### src/rtl/fb_pkg.sv
// Shared types for the framebuffer port-A arbiter: widths, FSM states, owner encoding.
// Latency: n/a (declarations only).
// Backpressure: n/a.
package fb_pkg;

  localparam int FB_ADDR_W = 15;
  localparam int FB_DATA_W = 16;

  typedef enum logic [1:0] {
    IDLE    = 2'd0,
    OWN_CPU = 2'd1,
    OWN_BLT = 2'd2
  } fb_state_t;

  typedef enum logic {
    OWNER_CPU = 1'b0,
    OWNER_BLT = 1'b1
  } fb_owner_t;

  // State in which the given requester owns port A
  function automatic fb_state_t owner_state(input fb_owner_t o);
    return (o == OWNER_CPU) ? OWN_CPU : OWN_BLT;
  endfunction

  function automatic fb_owner_t other_owner(input fb_owner_t o);
    return (o == OWNER_CPU) ? OWNER_BLT : OWNER_CPU;
  endfunction

endpackage

### src/rtl/fb_port_arbiter_if.sv
// Bundle of CPU/blitter request channels and framebuffer port-A signals.
// Latency: n/a (wiring only).
// Backpressure: requesters hold req/addr/we/wdata until req && gnt at an edge.
interface fb_port_arbiter_if import fb_pkg::*; #(
  parameter int ADDR_W = FB_ADDR_W,
  parameter int DATA_W = FB_DATA_W
) ();

  logic              cpu_req;
  logic              cpu_we;
  logic [ADDR_W-1:0] cpu_addr;
  logic [DATA_W-1:0] cpu_wdata;
  logic              cpu_gnt;
  logic [DATA_W-1:0] cpu_rdata;
  logic              cpu_rvalid;

  logic              blt_req;
  logic              blt_we;
  logic [ADDR_W-1:0] blt_addr;
  logic [DATA_W-1:0] blt_wdata;
  logic              blt_gnt;
  logic [DATA_W-1:0] blt_rdata;
  logic              blt_rvalid;

  logic [ADDR_W-1:0] port_a_address;
  logic [DATA_W-1:0] port_a_din;
  logic              port_a_we;
  logic [DATA_W-1:0] port_a_dout;

  // Requesters plus the RAM read-data return
  modport master (
    output cpu_req, cpu_we, cpu_addr, cpu_wdata,
    output blt_req, blt_we, blt_addr, blt_wdata,
    output port_a_dout,
    input  cpu_gnt, cpu_rdata, cpu_rvalid,
    input  blt_gnt, blt_rdata, blt_rvalid,
    input  port_a_address, port_a_din, port_a_we
  );

  // Arbiter side
  modport slave (
    input  cpu_req, cpu_we, cpu_addr, cpu_wdata,
    input  blt_req, blt_we, blt_addr, blt_wdata,
    input  port_a_dout,
    output cpu_gnt, cpu_rdata, cpu_rvalid,
    output blt_gnt, blt_rdata, blt_rvalid,
    output port_a_address, port_a_din, port_a_we
  );

endinterface

### src/rtl/fb_read_return.sv
// Routes port-A read data back to whichever requester issued the read.
// Latency: rvalid one cycle after the accepting edge; rdata holds until that requester's next rvalid.
// Backpressure: none; returns cannot be stalled, and reset in the return cycle suppresses the pulse.
module fb_read_return import fb_pkg::*; #(
  parameter int DATA_W = FB_DATA_W
) (
  input  logic              clk,
  input  logic              reset,
  input  logic              i_acc_rd,
  input  fb_owner_t         i_owner,
  input  logic [DATA_W-1:0] i_dout,
  output logic              o_cpu_rvalid,
  output logic [DATA_W-1:0] o_cpu_rdata,
  output logic              o_blt_rvalid,
  output logic [DATA_W-1:0] o_blt_rdata
);

  logic              r_rpend;
  fb_owner_t         r_rsel;
  logic [DATA_W-1:0] r_cpu_rdata;
  logic [DATA_W-1:0] r_blt_rdata;
  logic              w_cpu_rv;
  logic              w_blt_rv;

  // Pulse the selected requester; RAM data passes straight through in the valid cycle
  always_comb begin
    w_cpu_rv     = r_rpend && !reset && (r_rsel == OWNER_CPU);
    w_blt_rv     = r_rpend && !reset && (r_rsel == OWNER_BLT);
    o_cpu_rvalid = w_cpu_rv;
    o_blt_rvalid = w_blt_rv;
    o_cpu_rdata  = w_cpu_rv ? i_dout : r_cpu_rdata;
    o_blt_rdata  = w_blt_rv ? i_dout : r_blt_rdata;
  end

  // Track the in-flight read and keep the last returned word per requester
  always_ff @(posedge clk) begin
    if (reset) begin
      r_rpend     <= 1'b0;
      r_rsel      <= OWNER_CPU;
      r_cpu_rdata <= '0;
      r_blt_rdata <= '0;
    end else begin
      r_rpend <= i_acc_rd;
      if (i_acc_rd) r_rsel <= i_owner;
      if (w_cpu_rv) r_cpu_rdata <= i_dout;
      if (w_blt_rv) r_blt_rdata <= i_dout;
    end
  end

endmodule

### src/rtl/fb_port_arbiter.sv
// Round-robin owner of framebuffer port A between CPU and blitter, with bounded bursts.
// Latency: grant one cycle after req seen in IDLE; handover with no dead cycle; read data 1 cycle after accept.
// Backpressure: gnt low holds the requester; a beat is taken on every edge with req && gnt.
module fb_port_arbiter import fb_pkg::*; #(
  parameter int ADDR_W    = FB_ADDR_W,
  parameter int DATA_W    = FB_DATA_W,
  parameter int MAX_BURST = 16
) (
  input  logic                clk,
  input  logic                reset,
  fb_port_arbiter_if.slave    bus
);

  localparam int               CNT_W     = $clog2(MAX_BURST) + 1;
  localparam logic [CNT_W-1:0] CNT_LIMIT = CNT_W'(MAX_BURST - 1);

  fb_state_t         r_state;
  fb_state_t         w_state_nxt;
  fb_owner_t         r_last_owner;
  fb_owner_t         w_last_owner_nxt;
  logic [CNT_W-1:0]  r_burst_cnt;
  logic [CNT_W-1:0]  w_burst_cnt_nxt;

  logic              w_owned;
  fb_owner_t         w_owner;
  logic              w_own_req;
  logic              w_own_we;
  logic [ADDR_W-1:0] w_own_addr;
  logic [DATA_W-1:0] w_own_wdata;
  logic              w_oth_req;
  logic              w_acc_rd;

  // Select the owning requester's channel; unknown encodings behave as IDLE
  always_comb begin
    w_owned     = 1'b0;
    w_owner     = OWNER_CPU;
    w_own_req   = 1'b0;
    w_own_we    = 1'b0;
    w_own_addr  = '0;
    w_own_wdata = '0;
    w_oth_req   = 1'b0;
    case (r_state)
      OWN_CPU: begin
        w_owned     = 1'b1;
        w_owner     = OWNER_CPU;
        w_own_req   = bus.cpu_req;
        w_own_we    = bus.cpu_we;
        w_own_addr  = bus.cpu_addr;
        w_own_wdata = bus.cpu_wdata;
        w_oth_req   = bus.blt_req;
      end
      OWN_BLT: begin
        w_owned     = 1'b1;
        w_owner     = OWNER_BLT;
        w_own_req   = bus.blt_req;
        w_own_we    = bus.blt_we;
        w_own_addr  = bus.blt_addr;
        w_own_wdata = bus.blt_wdata;
        w_oth_req   = bus.cpu_req;
      end
      default: ;
    endcase
  end

  // Next owner: tie goes away from the last owner; full burst yields only if the other side waits
  always_comb begin
    w_state_nxt      = r_state;
    w_last_owner_nxt = r_last_owner;
    w_burst_cnt_nxt  = r_burst_cnt;
    if (!w_owned) begin
      w_burst_cnt_nxt = '0;
      if (bus.cpu_req && bus.blt_req) w_state_nxt = owner_state(other_owner(r_last_owner));
      else if (bus.cpu_req)           w_state_nxt = OWN_CPU;
      else if (bus.blt_req)           w_state_nxt = OWN_BLT;
      else                            w_state_nxt = IDLE;
    end else if (!w_own_req) begin
      w_last_owner_nxt = w_owner;
      w_burst_cnt_nxt  = '0;
      w_state_nxt      = w_oth_req ? owner_state(other_owner(w_owner)) : IDLE;
    end else if (r_burst_cnt == CNT_LIMIT) begin
      // This accept completes the burst; with nobody waiting the count stays pinned
      if (w_oth_req) begin
        w_last_owner_nxt = w_owner;
        w_burst_cnt_nxt  = '0;
        w_state_nxt      = owner_state(other_owner(w_owner));
      end
    end else begin
      w_burst_cnt_nxt = r_burst_cnt + CNT_W'(1);
    end
  end

  // State register; last_owner resets to BLT so the CPU wins the first tie
  always_ff @(posedge clk) begin
    if (reset) begin
      r_state      <= IDLE;
      r_last_owner <= OWNER_BLT;
      r_burst_cnt  <= '0;
    end else begin
      r_state      <= w_state_nxt;
      r_last_owner <= w_last_owner_nxt;
      r_burst_cnt  <= w_burst_cnt_nxt;
    end
  end

  // Grants decode from state; port A follows the owner combinationally, zero when idle
  always_comb begin
    bus.cpu_gnt        = (r_state == OWN_CPU);
    bus.blt_gnt        = (r_state == OWN_BLT);
    bus.port_a_address = w_own_addr;
    bus.port_a_din     = w_own_wdata;
    bus.port_a_we      = w_own_req && w_own_we;
    w_acc_rd           = w_own_req && !w_own_we;
  end

  fb_read_return #(.DATA_W(DATA_W)) u_read_return (
    .clk          (clk),
    .reset        (reset),
    .i_acc_rd     (w_acc_rd),
    .i_owner      (w_owner),
    .i_dout       (bus.port_a_dout),
    .o_cpu_rvalid (bus.cpu_rvalid),
    .o_cpu_rdata  (bus.cpu_rdata),
    .o_blt_rvalid (bus.blt_rvalid),
    .o_blt_rdata  (bus.blt_rdata)
  );

endmodule

### src/flat_wrapper.sv
// flat-port wrapper written by rule: the top's interface ports become plain ports
module fb_port_arbiter_flat import fb_pkg::*;
#(
  parameter int ADDR_W    = FB_ADDR_W,
  parameter int DATA_W    = FB_DATA_W,
  parameter int MAX_BURST = 16
)
  (clk, reset, bus_cpu_req, bus_cpu_we, bus_cpu_addr, bus_cpu_wdata, bus_blt_req, bus_blt_we, bus_blt_addr, bus_blt_wdata, bus_port_a_dout, bus_cpu_gnt, bus_cpu_rdata, bus_cpu_rvalid, bus_blt_gnt, bus_blt_rdata, bus_blt_rvalid, bus_port_a_address, bus_port_a_din, bus_port_a_we);
  fb_port_arbiter_if #(.ADDR_W(ADDR_W), .DATA_W(DATA_W)) bus_i ();
  input  logic clk;
  input  logic reset;
  input wire logic [$bits(bus_i.cpu_req)-1:0] bus_cpu_req;
  input wire logic [$bits(bus_i.cpu_we)-1:0] bus_cpu_we;
  input wire logic [$bits(bus_i.cpu_addr)-1:0] bus_cpu_addr;
  input wire logic [$bits(bus_i.cpu_wdata)-1:0] bus_cpu_wdata;
  input wire logic [$bits(bus_i.blt_req)-1:0] bus_blt_req;
  input wire logic [$bits(bus_i.blt_we)-1:0] bus_blt_we;
  input wire logic [$bits(bus_i.blt_addr)-1:0] bus_blt_addr;
  input wire logic [$bits(bus_i.blt_wdata)-1:0] bus_blt_wdata;
  input wire logic [$bits(bus_i.port_a_dout)-1:0] bus_port_a_dout;
  output wire logic [$bits(bus_i.cpu_gnt)-1:0] bus_cpu_gnt;
  output wire logic [$bits(bus_i.cpu_rdata)-1:0] bus_cpu_rdata;
  output wire logic [$bits(bus_i.cpu_rvalid)-1:0] bus_cpu_rvalid;
  output wire logic [$bits(bus_i.blt_gnt)-1:0] bus_blt_gnt;
  output wire logic [$bits(bus_i.blt_rdata)-1:0] bus_blt_rdata;
  output wire logic [$bits(bus_i.blt_rvalid)-1:0] bus_blt_rvalid;
  output wire logic [$bits(bus_i.port_a_address)-1:0] bus_port_a_address;
  output wire logic [$bits(bus_i.port_a_din)-1:0] bus_port_a_din;
  output wire logic [$bits(bus_i.port_a_we)-1:0] bus_port_a_we;
  assign bus_i.cpu_req = bus_cpu_req;
  assign bus_i.cpu_we = bus_cpu_we;
  assign bus_i.cpu_addr = bus_cpu_addr;
  assign bus_i.cpu_wdata = bus_cpu_wdata;
  assign bus_i.blt_req = bus_blt_req;
  assign bus_i.blt_we = bus_blt_we;
  assign bus_i.blt_addr = bus_blt_addr;
  assign bus_i.blt_wdata = bus_blt_wdata;
  assign bus_i.port_a_dout = bus_port_a_dout;
  assign bus_cpu_gnt = bus_i.cpu_gnt;
  assign bus_cpu_rdata = bus_i.cpu_rdata;
  assign bus_cpu_rvalid = bus_i.cpu_rvalid;
  assign bus_blt_gnt = bus_i.blt_gnt;
  assign bus_blt_rdata = bus_i.blt_rdata;
  assign bus_blt_rvalid = bus_i.blt_rvalid;
  assign bus_port_a_address = bus_i.port_a_address;
  assign bus_port_a_din = bus_i.port_a_din;
  assign bus_port_a_we = bus_i.port_a_we;
  fb_port_arbiter #(.ADDR_W(ADDR_W), .DATA_W(DATA_W), .MAX_BURST(MAX_BURST)) u_core (.clk(clk), .reset(reset), .bus(bus_i));
endmodule
### config.mk
export PLATFORM = sky130hd
export DESIGN_NAME = fb_port_arbiter_flat
export DESIGN_NICKNAME = d
export VERILOG_FILES = /design/src/rtl/fb_pkg.sv /design/src/rtl/fb_port_arbiter_if.sv /design/src/rtl/fb_read_return.sv /design/src/rtl/fb_port_arbiter.sv /design/src/flat_wrapper.sv
export SDC_FILE = /design/constraint.sdc
export NUM_CORES = 1
export LEC_CHECK = 0
export ABC_AREA = 1
export BUFFER_PORTS_ARGS = -buffer_cell sky130_fd_sc_hd__buf_2
export CORE_UTILIZATION = 48
export CTS_CLUSTER_SIZE = 10
export DETAILED_ROUTE_END_ITERATION = 12
export PLACE_DENSITY = 0.84
export SLEW_MARGIN = 20
export SYNTH_ARGS = -nofsm -noshare
export SYNTH_HDL_FRONTEND = slang
export SYNTH_SLANG_ARGS = --single-unit
### constraint.sdc
create_clock -name clk -period 4.7 [get_ports clk]
set_clock_uncertainty 0.15 [all_clocks]
set_input_delay 0.235 -clock clk [delete_from_list [all_inputs] [get_ports clk]]
set_output_delay 0.235 -clock clk [all_outputs]
set_load 0.02 [all_outputs]
==> reports/metrics.yaml, run 1 <==
hold_path:
  hold_class: "primary input to flop"
  hold_path.startpoint: "bus_port_a_dout[2]"
worst_setup_path:
  cp.arrival_ns: 2.32
  r2r-start: "u_core.r_state[0]"
  critPathRequiredTime_ns: 4.32
  crit_type: "flop to output pin"
  path_common_cell: "inv_1"
  slowest_stage: "ha_1"
  cp_cell_sequence: "inv_1 > ha_1 > inv_1 > nand2_2 > nor2_1 > buf_2"
  setup.worst_path.start_class: "flop"
  cp-startpoint: "u_core.r_state[0]"
  endpoint_kind: "output pin"
  cpPeakStageDelay_ns: 0.98
  path_max_fanout: 35
clock_tree:
  cts_sinks: 42
  clk_pin_slew_worst_paths_ns: 0.07
  ctsHoldBuffers: 0
  clk_latency_ns: 0.29
  cts.htree.levels: 2
  cts.path.max_buffers: 2
  postCtsSetupBuffers: 0
  cts_resized: 0
  numCtsBuffers: 5
  cts_tree: "built"
  root_buffer: "clkbuf_8"
grt:
  grt_pass1_vias: 2770
  antenna_found_initial: 0
  overflow: 0
  grt_max_degree: 38
  grt_pass1_wl_mm: 11.8
  grt_usage: 0.239
floorplanning:
  die-area_sq_um: 6010
  rows: 27
  die_w_microns: 77.5
  core_area_sq_um: 5510
  initial_utilization: 0.497
  die_y_microns: 77.5
  ios: 152
drt:
  vias: 2975
  viasPerCell: 4.79
  wl_per_cell_microns: 11.3
  wirelength_mm: 7.01
  ant_nets: 0
  drt_first_pass_iters: 5
  drcViolationCount: 0
  drt_iter0_markers: 171
logic_synthesis:
  synth.area.top_cells: "dfxtp_1 31%, nand2_1 16%, inv_1 13%, a21oi_1 13%, a211oi_2 11%"
  synthFlopType: "dfxtp_1"
  async_flop_share: 0
  ys_seq_area_frac: 0.307
  ys_ff_latch: 42
  synth_area_leader_cell: "dfxtp_1"
  syn_inst: 415
  synth_edf_count: 0
  yosysMostFrequentCell: "nand2_1"
  synth.net_count: 503
  syn-cell-area_sq_um: 2740
  ys.warnings.count: 0
  synth.distinct_cells: 22
  syn_area_per_cell_sq_um: 6.60
  synthTopCellsByCount: "116 x nand2_1, 94 x inv_1, 70 x a21oi_1, 42 x dfxtp_1, 23 x a211oi_2"
  synth.top_cell.area_share: 0.307
timing:
  timing.fmax_mhz: 369
  whs_ns: 0.114
  drv_slew: 0
  grt_setup_unrepaired: "no"
  post-route-period-util: 0.577
  period_minus_slack_ns: 2.71
  setup_viol: 0
  maxSlewHeadroom: 0.308
  fin_tns_setup_ns: 0
  worst_pin_slew_ns: 1.04
  finalHoldViolCount: 0
place:
  gp_congestion: 0.812
  port_buffers: 151
  detailed_place_hpwl_mm: 5.20
cells_and_area:
  syn_to_final_growth_pct: 29.6
  layout-drive-gt1-share: 0.353
  fin_nets: 637
  diodes: 0
status:
  outcome: "finished, final reports clean"
power_and_ir_drop:
  p_leak_nw: 1.90
  pwr_density_cell_nw_per_um2: 364
  max-vdd-ir-drop_v: 0.000190
flow_run:
  cap_violations: 0
[metrics by stage]
stage                     instances   util  setup slack (ns)  power [W]  cell area, sq um
after global routing            621  0.645              1.78    0.00138              3550
after CTS                       621  0.644              1.85    0.00130              3540
after global placement          614  0.623              2.21   0.000997              3430
after detailed placement        614  0.623              2.20    0.00101              3430
final                           621  0.645              1.99    0.00129              3550
after floorplan                 415      -              2.77   0.000851              2740
[registers in the layout (all words and copies together), names as in the netlist]
signal	count
u_core.r_burst_cnt	5
u_core.r_last_owner	1
u_core.u_read_return.r_rpend	1
u_core.u_read_return.r_blt_rdata	16
u_core.u_read_return.r_rsel	1
u_core.u_read_return.r_cpu_rdata	16
u_core.r_state	2
[worst max-delay path: cells and delay by family (launching register included)]
| kind | cells | cell delay, ns |
|---|---|---|
| simple gates | 2 | 0.26 |
| fa+ha+maj | 1 | 0.98 |
| flops | 1 | 0.33 |
| buf+inv | 3 | 0.48 |
[power by group]
part           total, W  internal (W)  switching [W]
Clock          0.000285      0.000170       0.000115
Sequential     0.000390      0.000378      0.0000125
Combinational  0.000616      0.000185       0.000432
[layout make-up]
| cell class | count | area (sq um) |
|---|---|---|
| multi-input cells | 251 | 1380 |
| flip-flops and latches | 42 | 841 |
| inverters | 98 | 368 |
| clock buffers | 6 | 82.6 |
| repair buffers | 151 | 756 |
| clock inverters | 1 | 30.0 |
| fillers | 492 | 1960 |
| well taps | 72 | 90.1 |
[path summary, 6_finish.rpt]
| check | endpoint | slack [ns] | cells after the start |
|---|---|---|---|
| setup reg to reg | u_core.r_state[1] | 2.21 | 9 |
| hold / removal | u_core.u_read_return.r_cpu_rdata[2] | 0.11 | 3 |
| setup / recovery | bus_port_a_we | 1.99 | 6 |
| hold reg to reg | u_core.r_burst_cnt[4] | 0.30 | 2 |
[cells by family after synthesis]
kind of cell	Yosys count	share of synthesized area
compound gates	107	0.267
xor+xnor	2	0.00640
fa+ha+maj	4	0.0183
buf+inv	122	0.190
flops	42	0.307
simple gates	138	0.211
[cell usage in the layout (no fill, tap or decap), types with 2 or more instances in the layout]
cell type and n:
dfxtp_1 42, o21ai_0 4, nand2_2 2, ha_1 2, a21oi_1 70, nor2_2 2
nor2_1 7, a211oi_2 23, buf_2 151, ha_2 2, nand2_1 116, inv_2 4
inv_1 94, nand3_1 8, a211oi_1 9, xnor2_1 2, clkbuf_8 6
[layer usage]
| metal | share of wire | routed length, microns | GRT usage | up-vias |
|---|---|---|---|---|
| li1 | - | - | - | 1552 |
| met1 | 0.44 | 3100 | 0.279 | 1323 |
| met2 | 0.50 | 3520 | 0.429 | 84 |
| met3 | 0.038 | 263 | 0.0482 | 16 |
| met4 | 0.018 | 129 | 0.0868 | 0 |
| met5 | 0 | 0 | 0 | - |
(Power assumes the default switching activity.)
==> run 2, diff against run 1 <==
--- a/config.mk
+++ b/config.mk
@@ -5,12 +5,12 @@
 export SDC_FILE = /design/constraint.sdc
 export NUM_CORES = 1
 export LEC_CHECK = 0
-export ABC_AREA = 1
+export ABC_AREA = 0
 export BUFFER_PORTS_ARGS = -buffer_cell sky130_fd_sc_hd__buf_2
-export CORE_UTILIZATION = 48
+export CORE_UTILIZATION = 42
 export CTS_CLUSTER_SIZE = 10
 export DETAILED_ROUTE_END_ITERATION = 12
-export PLACE_DENSITY = 0.84
+export PLACE_DENSITY = 0.79
 export SLEW_MARGIN = 20
 export SYNTH_ARGS = -nofsm -noshare
 export SYNTH_HDL_FRONTEND = slang
==> constraint.sdc (replaced) <==
create_clock -name clk -period 2.73 [get_ports clk]
set_clock_uncertainty 0.15 [all_clocks]
set_input_delay 0.1365 -clock clk [delete_from_list [all_inputs] [get_ports clk]]
set_output_delay 0.1365 -clock clk [all_outputs]
set_load 0.02 [all_outputs]
==> reports/metrics.yaml, run 2 <==
drt:
  viasPerCell: 5.05  # was 4.79
  wirelength_mm: 5.83  # was 7.01 mm
  vias: 2311  # was 2,975
  drt_iter0_markers: 92  # was 171
  ant_nets: 0  # unchanged
  drcViolationCount: 0  # unchanged
  wl_per_cell_microns: 12.7  # was 11.3 microns
  drt_first_pass_iters: 4  # was 5
timing:
  finalHoldViolCount: 0  # unchanged
  maxSlewHeadroom: 0.613  # was 0.308
  worst_pin_slew_ns: 0.581  # was 1.04 ns
  fin_tns_setup_ns: 0  # unchanged
  timing.fmax_mhz: 440
  drv_slew: 0  # unchanged
  grt_setup_unrepaired: "no"  # unchanged
  post-route-period-util: 0.832
  period_minus_slack_ns: 2.27
  setup_viol: 0  # unchanged
logic_synthesis:
  async_flop_share: 0  # unchanged
  synthFlopType: "dfxtp_1"  # unchanged
  synth.net_count: 331  # was 503
  synth.distinct_cells: 40  # was 22
  syn_area_per_cell_sq_um: 9.25  # was 6.60 sq um
  ys_seq_area_frac: 0.374  # was 0.307
  synth_edf_count: 0  # unchanged
  synth.area.top_cells: "dfxtp_1 37%, mux2_2 12%, a22oi_1 11%, nor2b_1 8.9%, nor2_1 6.5%"  # was dfxtp_1 31%, nand2_1 16%, inv_1 13%, a21oi_1 13%, a211oi_2 11%
  ys_ff_latch: 42  # unchanged
  synthTopCellsByCount: "42 x dfxtp_1, 39 x nor2_1, 32 x a22oi_1, 32 x nor2b_1, 23 x mux2_2"  # was 116 x nand2_1, 94 x inv_1, 70 x a21oi_1, 42 x dfxtp_1, 23 x a211oi_2
  ys.warnings.count: 0  # unchanged
  synth.top_cell.area_share: 0.374  # was 0.307
  syn_inst: 243  # was 415
  syn-cell-area_sq_um: 2250  # was 2740 sq um
  synth_area_leader_cell: "dfxtp_1"  # unchanged
  yosysMostFrequentCell: "dfxtp_1"  # was nand2_1
worst_setup_path:
  cp_cell_sequence: "inv_1 > ha_1 > buf_4 > nor2_1 > buf_2"  # was inv_1 > ha_1 > inv_1 > nand2_2 > nor2_1 > buf_2
  setup.worst_path.start_class: "flop"  # unchanged
  path_max_fanout: 24  # was 35
  path_buf_inv: 3  # unchanged
  r2r_slack_ns: 0.69  # was 2.21 ns
  cpPeakStageDelay_ns: 0.66  # was 0.98 ns
  endpoint_kind: "output pin"  # unchanged
  critPathRequiredTime_ns: 2.44  # was 4.32 ns
  slowest_stage: "ha_1"  # unchanged
  crit_family: "adder cells"  # unchanged
  crit_type: "flop to output pin"  # unchanged
  cp.arrival_ns: 1.98  # was 2.32 ns
power_and_ir_drop:
  seqPwrFrac: 0.417  # was 0.302
  p_sw_frac: 0.305  # was 0.433
  power_frac_clock: 0.321  # was 0.221
  pwr_density_cell_nw_per_um2: 481  # was 364 nW/um^2
  comb_power_share: 0.262  # was 0.477
  power.net_switching_w: 0.000462  # was 0.000559 W
  p_leak_nw: 1.63  # was 1.90 nW
  p_int_w: 0.00105  # was 0.000732 W
  p_total_w: 0.00151  # was 0.00129 W
  max-vdd-ir-drop_v: 0.000357  # was 0.000190 V
cells_and_area:
  multi_input_area_sq_um: 1290  # was 1380 sq um
  fin_nets: 475  # was 637
  final_common_cell: "buf_2"  # unchanged
  layout_common_cells: "151 x buf_2, 42 x dfxtp_1, 39 x nor2_1"  # was 151 x buf_2, 116 x nand2_1, 94 x inv_1
  seq_area_sq_um: 841  # unchanged
  design_area_sq_um: 3150  # was 3550 sq um
  fin_cells: 458  # was 621
  n_fill_cell: 467  # was 492
  utilization: 0.612  # was 0.645
  diodes: 0  # unchanged
  top_regs: "u_core.u_read_return.r_blt_rdata x16, u_core.u_read_return.r_cpu_rdata x16, u_core.r_burst_cnt x5"  # unchanged
  syn_to_final_growth_pct: 40.1  # was 29.6%
  layout-drive-gt1-share: 0.490  # was 0.353
place:
  detailed_place_hpwl_mm: 4.35  # was 5.20 mm
  dpl.cell_count: 450  # was 614
  port_buffers: 151  # unchanged
  place_area_sq_um: 3040  # was 3430 sq um
  gp_congestion: 0.742  # was 0.812
grt:
  antenna_found_initial: 0  # unchanged
  grt_usage: 0.193  # was 0.239
  grt_pass1_vias: 1998  # was 2,770
  overflow: 0  # unchanged
  grt_pass1_wl_mm: 8.48  # was 11.8 mm
  grt_max_degree: 39  # was 38
clock_tree:
  root_buffer: "clkbuf_8"  # unchanged
  cts_sinks: 42  # unchanged
  cts.path.max_buffers: 2  # unchanged
  ctsHoldBuffers: 0  # unchanged
  clk_latency_ns: 0.29  # about the same
  cts_tree: "built"  # unchanged
  postCtsSetupBuffers: 0  # unchanged
  clk_pin_slew_worst_paths_ns: 0.08  # was 0.07 ns
  numCtsBuffers: 5  # unchanged
  cts.htree.levels: 2  # unchanged
  cts_resized: 0  # unchanged
floorplanning:
  die_y_microns: 75.1  # was 77.5 microns
  ios: 152  # unchanged
  rows: 26  # was 27
  core_area_sq_um: 5140  # was 5510 sq um
  initial_utilization: 0.437  # was 0.497
  die-area_sq_um: 5650  # was 6010 sq um
  die_w_microns: 75.1  # was 77.5 microns
flow_run:
  cap_violations: 0  # unchanged
status:
  outcome: "finished, final reports clean"  # unchanged
hold_path:
  hold_class: "primary input to flop"  # unchanged
## run 2: changes by cell type in the layout (fill, tap and decap cells not counted), moves of 9 or more
| cell | before | now |
|---|---|---|
| nand2_1 | 116 | 4 |
| inv_1 | 94 | 6 |
| a21oi_1 | 70 | 1 |
| a22oi_1 | 0 | 32 |
| nor2_1 | 7 | 39 |
| nor2b_1 | 0 | 32 |
| a211oi_2 | 23 | 0 |
| mux2_2 | 0 | 23 |
| mux2_1 | 0 | 9 |
## run 2: worst paths after layout
kind,startpoint,endpoint,cells after the start
max,u_core.r_state[0],bus_port_a_din[5],5
min,bus_cpu_we,u_core.u_read_return.r_rpend,3
max reg2reg,u_core.r_state[0],u_core.r_burst_cnt[2],5
min reg2reg,u_core.r_burst_cnt[4],u_core.r_burst_cnt[4],2
## run 2: cell families after synthesis
group                    Yosys count  synth area share
AO/OA/AOI/OAI                     49             0.169
XOR/XNOR                           1           0.00390
adder cells (fa/ha/maj)            4            0.0223
buffers and inverters             25            0.0501
AND/OR/NAND/NOR                   87             0.207
multiplexers                      35             0.174
flip-flops                        42             0.374
## run 2: metrics by stage
| step | hold slack, ns | setup slack (ns) |
|---|---|---|
| 5_1_grt | 0.0579 | 0.311 |
| 2_1_floorplan | 0.195 | 0.736 |
| 3_5_place_dp | 0.278 | 0.699 |
| 6_report | 0.0268 | 0.459 |
| 4_1_cts | 0.0230 | 0.448 |
| 3_3_place_gp | 0.276 | 0.759 |
## run 2: area by class of cell
type | instances | area share
Multi-Input combinational cell | 176 | 0.411
Clock buffer | 6 | 0.0231
Sequential cell | 42 | 0.267
Clock inverter | 2 | 0.0119
Inverter | 6 | 0.00715
Tap cell | 70 | 0.0278
Timing Repair Buffer | 156 | 0.252
## run 2: routing by layer
layer | wire length (microns) | up-vias | GRT usage | part of all wire
met1 | 2460 | 1076 | 0.225 | 0.42
met3 | 357 | 7 | 0.0388 | 0.061
met5 | 0 | - | 0 | 0
met4 | 67 | 0 | 0.0823 | 0.011
li1 | - | 1143 | - | -
met2 | 2950 | 85 | 0.345 | 0.51
## run 2: power by group through the flow
stage                     sequential (W)  combinational, W  clock, W
after CTS                       0.000630          0.000397  0.000491
after detailed placement        0.000644          0.000396         0
after floorplan                 0.000642          0.000264         0
final                           0.000631          0.000396  0.000486
after global placement          0.000644          0.000389         0
after global routing            0.000631          0.000438  0.000513
## run 2: worst reg2reg max path: cells and delay by family, from the launching register on
| family | cells | cell delay, ns |
|---|---|---|
| simple gates | 1 | 0.55 |
| fa+ha+maj | 1 | 0.54 |
| buf+inv | 1 | 0.07 |
| flops | 1 | 0.34 |
| compound gates | 2 | 0.33 |
